$ cat src/rtl/ysyx_22040088_ifu.sv
// ysyx_22040088_ifu -- instruction fetch unit for the ysyx_22040088 multi-cycle core.
//
// Owns the architectural PC. It fetches one instruction at a time, holds it for
// decode, then commits the next PC chosen by execute. A misaligned target makes
// the unit stop in a terminal FAULT state until reset.
//
// Ports
//   clk_i, rst_i          clock, synchronous active-high reset
//   pc_o                  current PC (feeds pcbranch)
//   pcadd_i .. beqpc_i    next-PC candidates from pcbranch
//   next_valid_i          execute is done; commit next PC (EXEC only)
//   next_sel_i            00 pcadd, 01 jalpc, 10 jalrpc, 11 beqpc
//   imem_req_valid_o/_ready_i, imem_addr_o   fetch request channel
//   imem_rsp_valid_i, imem_rdata_i           fetch response (one-cycle pulse)
//   inst_valid_o/inst_ready_i, inst_o, inst_pc_o   instruction to decode
//   fetch_fault_o, fault_pc_o   sticky misaligned-target flag and address
//   retire_cnt_o          committed-instruction count
//   state_o               current FSM state (debug visibility)
//
// Handshakes: a transfer happens on a rising edge where valid and ready are both
// high. valid is a function of the FSM state only, never of the matching ready,
// and once raised it stays high with stable payload until the transfer.

module ysyx_22040088_ifu #(
  parameter logic [63:0] RESET_PC = 64'h8000_0000
) (
  input  logic        clk_i,
  input  logic        rst_i,
  output logic [63:0] pc_o,
  input  logic [63:0] pcadd_i,
  input  logic [63:0] jalpc_i,
  input  logic [63:0] jalrpc_i,
  input  logic [63:0] beqpc_i,
  input  logic        next_valid_i,
  input  logic [1:0]  next_sel_i,
  output logic        imem_req_valid_o,
  input  logic        imem_req_ready_i,
  output logic [63:0] imem_addr_o,
  input  logic        imem_rsp_valid_i,
  input  logic [31:0] imem_rdata_i,
  output logic        inst_valid_o,
  input  logic        inst_ready_i,
  output logic [31:0] inst_o,
  output logic [63:0] inst_pc_o,
  output logic        fetch_fault_o,
  output logic [63:0] fault_pc_o,
  output logic [63:0] retire_cnt_o,
  output logic [2:0]  state_o
);

  typedef enum logic [2:0] {
    S_REQ   = 3'd0,
    S_WAIT  = 3'd1,
    S_HOLD  = 3'd2,
    S_EXEC  = 3'd3,
    S_FAULT = 3'd4
  } state_e;

  state_e      state_q, state_d;
  logic [63:0] pc_q, pc_d;
  logic [31:0] inst_q, inst_d;
  logic [63:0] inst_pc_q, inst_pc_d;
  logic        fault_q, fault_d;
  logic [63:0] fault_pc_q, fault_pc_d;
  logic [63:0] retire_q, retire_d;
  logic [63:0] target;

  // Candidate mux; only consumed in EXEC when next_valid_i is high.
  always_comb begin
    target = pcadd_i;
    case (next_sel_i)
      2'b00: target = pcadd_i;
      2'b01: target = jalpc_i;
      2'b10: target = jalrpc_i;
      2'b11: target = beqpc_i;
      default: target = pcadd_i;
    endcase
  end

  always_comb begin
    state_d    = state_q;
    pc_d       = pc_q;
    inst_d     = inst_q;
    inst_pc_d  = inst_pc_q;
    fault_d    = fault_q;
    fault_pc_d = fault_pc_q;
    retire_d   = retire_q;
    case (state_q)
      S_REQ: begin
        if (imem_req_ready_i) state_d = S_WAIT;
      end
      S_WAIT: begin
        if (imem_rsp_valid_i) begin
          inst_d    = imem_rdata_i;
          inst_pc_d = pc_q;
          state_d   = S_HOLD;
        end
      end
      S_HOLD: begin
        if (inst_ready_i) state_d = S_EXEC;
      end
      S_EXEC: begin
        if (next_valid_i) begin
          retire_d = retire_q + 64'd1;
          if (target[1:0] == 2'b00) begin
            pc_d    = target;
            state_d = S_REQ;
          end else begin
            fault_d    = 1'b1;
            fault_pc_d = target;
            state_d    = S_FAULT;
          end
        end
      end
      S_FAULT: begin
        state_d = S_FAULT;
      end
      default: begin
        state_d = S_REQ;
      end
    endcase
  end

  always_ff @(posedge clk_i) begin
    if (rst_i) begin
      state_q    <= S_REQ;
      pc_q       <= RESET_PC;
      inst_q     <= 32'h0;
      inst_pc_q  <= 64'h0;
      fault_q    <= 1'b0;
      fault_pc_q <= 64'h0;
      retire_q   <= 64'h0;
    end else begin
      state_q    <= state_d;
      pc_q       <= pc_d;
      inst_q     <= inst_d;
      inst_pc_q  <= inst_pc_d;
      fault_q    <= fault_d;
      fault_pc_q <= fault_pc_d;
      retire_q   <= retire_d;
    end
  end

  // Request is suppressed while reset is held so nothing is issued in the
  // reset cycle itself; there is no path from imem_req_ready_i.
  assign imem_req_valid_o = (state_q == S_REQ) && !rst_i;
  assign imem_addr_o      = pc_q;
  assign inst_valid_o     = (state_q == S_HOLD);
  assign pc_o             = pc_q;
  assign inst_o           = inst_q;
  assign inst_pc_o        = inst_pc_q;
  assign fetch_fault_o    = fault_q;
  assign fault_pc_o       = fault_pc_q;
  assign retire_cnt_o     = retire_q;
  assign state_o          = state_q;

endmodule

$ cat config.mk
export PLATFORM = sky130hd
export DESIGN_NAME = ysyx_22040088_ifu
export DESIGN_NICKNAME = d
export VERILOG_FILES = /design/src/rtl/ysyx_22040088_ifu.sv
export SDC_FILE = /design/constraint.sdc
export NUM_CORES = 1
export LEC_CHECK = 0
export CAP_MARGIN = 20
export CORE_AREA = 4 4 250 252
export CTS_BUF_LIST = sky130_fd_sc_hd__clkbuf_8
export DETAILED_ROUTE_END_ITERATION = 8
export DIE_AREA = 0 0 254 256
export DONT_BUFFER_PORTS = 1
export PLACE_DENSITY_LB_ADDON = 0.25
export SLEW_MARGIN = 15
export SYNTH_ARGS = -nofsm -noshare
export SYNTH_HDL_FRONTEND = slang
export SYNTH_SLANG_ARGS = --single-unit
$ cat constraint.sdc
create_clock -name clk_i -period 2.83 [get_ports clk_i]
set_input_delay 0.566 -clock clk_i [delete_from_list [all_inputs] [get_ports clk_i]]
set_output_delay 0.566 -clock clk_i [all_outputs]
set_load 0.02 [all_outputs]
### After elaboration in Yosys (flattened, before gate mapping)

Index checks and enable logic that the tools add are counted.

* bits in registers: 292
* input bits: 296
* word-level logic and storage cells: 37

* add/subtract/negate cells: 1
* eq/ne operators: 11
* multiplexer cells: 7
* bitwise operators: 1
* reductions and logical operators: 10

Operators by type and width (number)
* 64-bit case mux with 4 select lines: 1
* 64-bit by 1-bit adder with 64-bit output (second input constant): 1
* 3-bit 2-to-1 mux: 5
* 3-bit case mux with 5 select lines: 1
* 3-bit by 2-bit == test with 1-bit output (second input constant): 2
* 2-bit != test (second input constant): 3
* 3-bit AND reduction: 2
* 2-bit == test (second input constant): 2
* 2-bit logical NOT: 2
* 2-bit AND reduction: 2
* 4-bit AND reduction: 1
* 3-bit by 1-bit == test with 1-bit output (second input constant): 1
* 3-bit == test (second input constant): 1
* 3-bit logical NOT: 1
* 2-bit by 1-bit == test with 1-bit output (second input constant): 1
* 2-bit by 1-bit != test with 1-bit output (second input constant): 1
* 1-bit logical AND: 1
* 1-bit logical NOT: 1
* 1-bit NOT: 1

### Logic depth before layout (Yosys ltp)

* depth after elaboration: 6
* mapped depth: 9
* mapped depth without buffers: 6

### Worst setup path before layout

No wires, ideal clock.

* path kind: input port to flip-flop
* start: input port next_sel_i[0]
* end: register fault_pc_q[10], in the netlist fault_pc_o[10]
* arrival: 2192 ps
* path slack: 568 ps
* stages: 7
* cell sequence: buf_2 mux4_2 or2_2 nand2_1 buf_2 nand2_1 a21oi_1

* word-level cells in the longest chain between the ends: 5

Ends and longest elaborated chain
* start, declared: RTL line 35 `input logic [1:0] next_sel_i,`
* 2-bit == test, or another cell as far along: RTL line 71 `case (next_sel_i)`
* 64-bit case mux with 4 select lines *: RTL line 71
* 2-bit logical NOT: RTL line 105 `if (target[1:0] == 2'b00) begin`
* 1-bit NOT (no source line)
* 3-bit AND reduction (no source line)
* end signal, assigned: RTL line 139 `fault_pc_q <= fault_pc_d;`
* end, declared: RTL line 64 `logic [63:0] fault_pc_q, fault_pc_d;`

Mark *: on every way between the ends. The rest lies on a longest branch, timed or not.
A chain may end at the register's enable or synchronous reset.

### Worst setup path after layout

* start: register state_q[1], in the netlist state_o[1]
* end: register retire_q[59], in the netlist retire_cnt_o[59]

* word-level cells in the longest chain between the ends: 2

Ends and longest elaborated chain
* start, declared: RTL line 59 `state_e state_q, state_d;`
* start signal, assigned: RTL line 134 `state_q <= state_d;`
* 3-bit by 2-bit == test with 1-bit output: RTL line 88 `case (state_q)`
* 2-bit AND reduction (no source line)
* end signal, assigned: RTL line 140 `retire_q <= retire_d;`
* end, declared: RTL line 65 `logic [63:0] retire_q, retire_d;`

Every way passes these cells.

==> reports/metrics.yaml <==
status: "finished, final reports clean"
path_class: "reg -> reg"
seqPwrFrac_pct: 46.5
dieArea_um2: 65000
syn2layout_area_growth_pct: 15.1
worst_pin_slew_ns: 0.912
synth_fp_nets: 1798
synth_area_leaders: "dfxtp_1, nand2_1, mux4_2, a21oi_1, buf_4"
grt_pass1_wl_um: 72900
min_from: "imem_rdata_i[17]"
clockPowerShare_pct: 48.7
synth.area.mux_share_pct: 11.3
max_freq_mhz: 399
ys_types: 38
cts_buffer_depth: 3
synth_top_family_by_area: "simple AND/OR/NAND/NOR gates"
clock_sinks: 292
synth_area_per_cell_um2: 8.52
synth-edff-count: 0
via_per_inst: 4.68
yosys_warnings: 0
cts.repair.resized: 0
finalHoldViolations: 0
netSwitchingFraction_pct: 24.4
crit_fanout: 10
grt_max_degree: 231
final.setup.worst_slack_ns: 0.322
clk_pin_slew_ns: 0.06
dp_slack_ns: 0.280
groute.usage.overall_pct: 14.7
min_path_cells: 2
nets: 1756
drv_cap: 0
start_kind: "register"
irDropWorstVdd_mv: 0.300
port-buffer-count: 0
postCtsSetupBuffers: 0
layout-drive-gt1-share_pct: 15.5
rows: 90
yosys.area.top_type_share_pct: 45.7
synthAdderAreaFrac_pct: 0.0978
ys.flop_type: "dfxtp_1"
power.density_nw_per_um2: 619
clkLatencyLatePin_ns: 0.62
layout_common_cells: "nand2_1, dfxtp_1, a21oi_1, clkbuf_8, mux4_2"
dr.pass1.iters: 5
tns_ns: 0
synthXorXnorAreaFrac_pct: 2.60
r2r-end: "retire_cnt_o[59]"
worstPathRequired_ns: 3.36
cts_max_level: 2
gp_congestion: 0.820
cts_tree: "yes"
p_sw_mw: 2.22
fin_crit_ns: 2.51
ys_ff_latch: 292
p_comb_share_pct: 4.9
drcViolationCount: 0
overflow: 0
antenna_found_initial: 7
rr_worst_depth: 5
hold_path_class: "in -> reg"
synth_cells: 1501
die_w_um: 254
regToRegSetupSlack_ns: 0.32
rsz0062_at_grt: "false"
finClkSkew_ns: 0.0239
layout_commonest_cell: "nand2_1"
slew_viol_final: 0
period_share_pct: 88.6
numCtsBuffers: 54
avgRoutedWirePerCell_um: 22.0
initialDrtViolationCount: 694
first_global_vias: 10700
start_util_pct: 21.3
asyncSetResetFlopFracSynth_pct: 0
design.portCount: 654
crit_arrival_ns: 3.04
hpwl_um: 36500
vias: 10700
ant_nets: 0
synth_area_um2: 12800
synth_top_area_cell: "dfxtp_1"
finalSetupViolations: 0
seq_area_frac_synth_pct: 45.7
relSlewSlack_pct: 39.2
core-area_um2: 60100
die_h_um: 256
cts-root-buf: "clkbuf_8"
p_int_mw: 6.89
wl_um: 50300
cp-end-kind: "register"
synth_compound_area_share_pct: 11.1
yosys.area_share.simple_pct: 22.1
reg2reg_from: "state_o[1]"
worstHoldEndpoint: "inst_o[17]"
p_leak_nw: 4.69
-- metal layers --
metal	vias up	wire length (um)	GRT usage, %
li1	4991	-	-
met2	510	25700	26.4
met5	-	13	0
met4	2	991	3.46
met1	5148	18400	15.9
met3	68	5210	6.03
-- critical path, cell delays in order, from the launching register on --
cell	delay, ns
dfxtp_1	0.53
nand4b_4	0.23
nor4_4	0.61
nand4_1	0.41
or4_1	0.50
a21oi_1	0.16
-- kinds of logic after synthesis --
family | after synthesis
multiplexers | 64
AND/OR/NAND/NOR | 658
AO/OA/AOI/OAI | 277
adder cells (fa/ha/maj) | 1
flip-flops | 292
XOR/XNOR | 38
buffers and inverters | 171
-- worst max-delay path by stage --
stage,cells past startpoint,start,end,slack [ns]
detailed placement,5,next_valid_i,retire_cnt_o[50],0.28
global route,5,state_o[1],retire_cnt_o[50],0.08
global placement,5,next_valid_i,retire_cnt_o[50],0.36
finish,5,state_o[1],retire_cnt_o[59],0.32
CTS,5,state_o[1],retire_cnt_o[50],0.26
floorplan,7,next_sel_i[0],fault_pc_o[10],0.57
-- state kept, by name, summed over array words and instances, names as in the netlist --
name	cells
fault_pc_o	64
inst_pc_o	64
state_o	3
retire_cnt_o	64
inst_o	32
fetch_fault_o	1
imem_addr_o	64
-- cell usage after synthesis, types with 10 or more instances --
library cell and instances:
nand2_1 475, dfxtp_1 292, a21oi_1 247, clkbuf_1 70, buf_4 64, mux4_2 64
nor2_1 56, nand4_1 32, nand3_1 28, xor2_1 27, buf_2 22, or3_1 20
o21ai_0 18, xnor2_1 11, nor3_1 10
-- power groups by stage --
stage | sequential, mW | clock, mW | combinational [mW]
3_5_place_dp | 4.33 | 0 | 0.425
3_3_place_gp | 4.33 | 0 | 0.425
6_report | 4.24 | 4.44 | 0.442
5_1_grt | 4.24 | 4.83 | 0.478
4_1_cts | 4.24 | 4.64 | 0.453
2_1_floorplan | 4.31 | 0 | 0.409
-- repair_timing --
action                                  in CTS  in global routing
endpoints found under the setup margin       0                  0
hold buffers                                 5                  0
hold endpoints to repair                    63                  0
-- final cells by class --
class                      instances  area, um^2
antenna                            2        5.00
clock buffer                      71         977
clock inverter                    31         228
fill                            6548       45400
inverter                           7        26.3
multi-input combinational       1038        6070
sequential                       292        5850
tap                              782         978
timing repair buffer              66         588
-- stage by stage --
step	utilization, %	hold WS [ns]	cells	cell area, um^2	power [mW]
after detailed placement	22.3	0.508	2180	13400	4.75
final	24.5	0.0910	2289	14700	9.11
after floorplan	-	0.533	1501	12800	4.72
after global placement	22.3	0.496	2180	13400	4.75
after global routing	24.5	0.0139	2289	14700	9.55
after CTS	24.5	0.000971	2287	14700	9.33
Note: power is estimated with default switching activity, not from simulation.
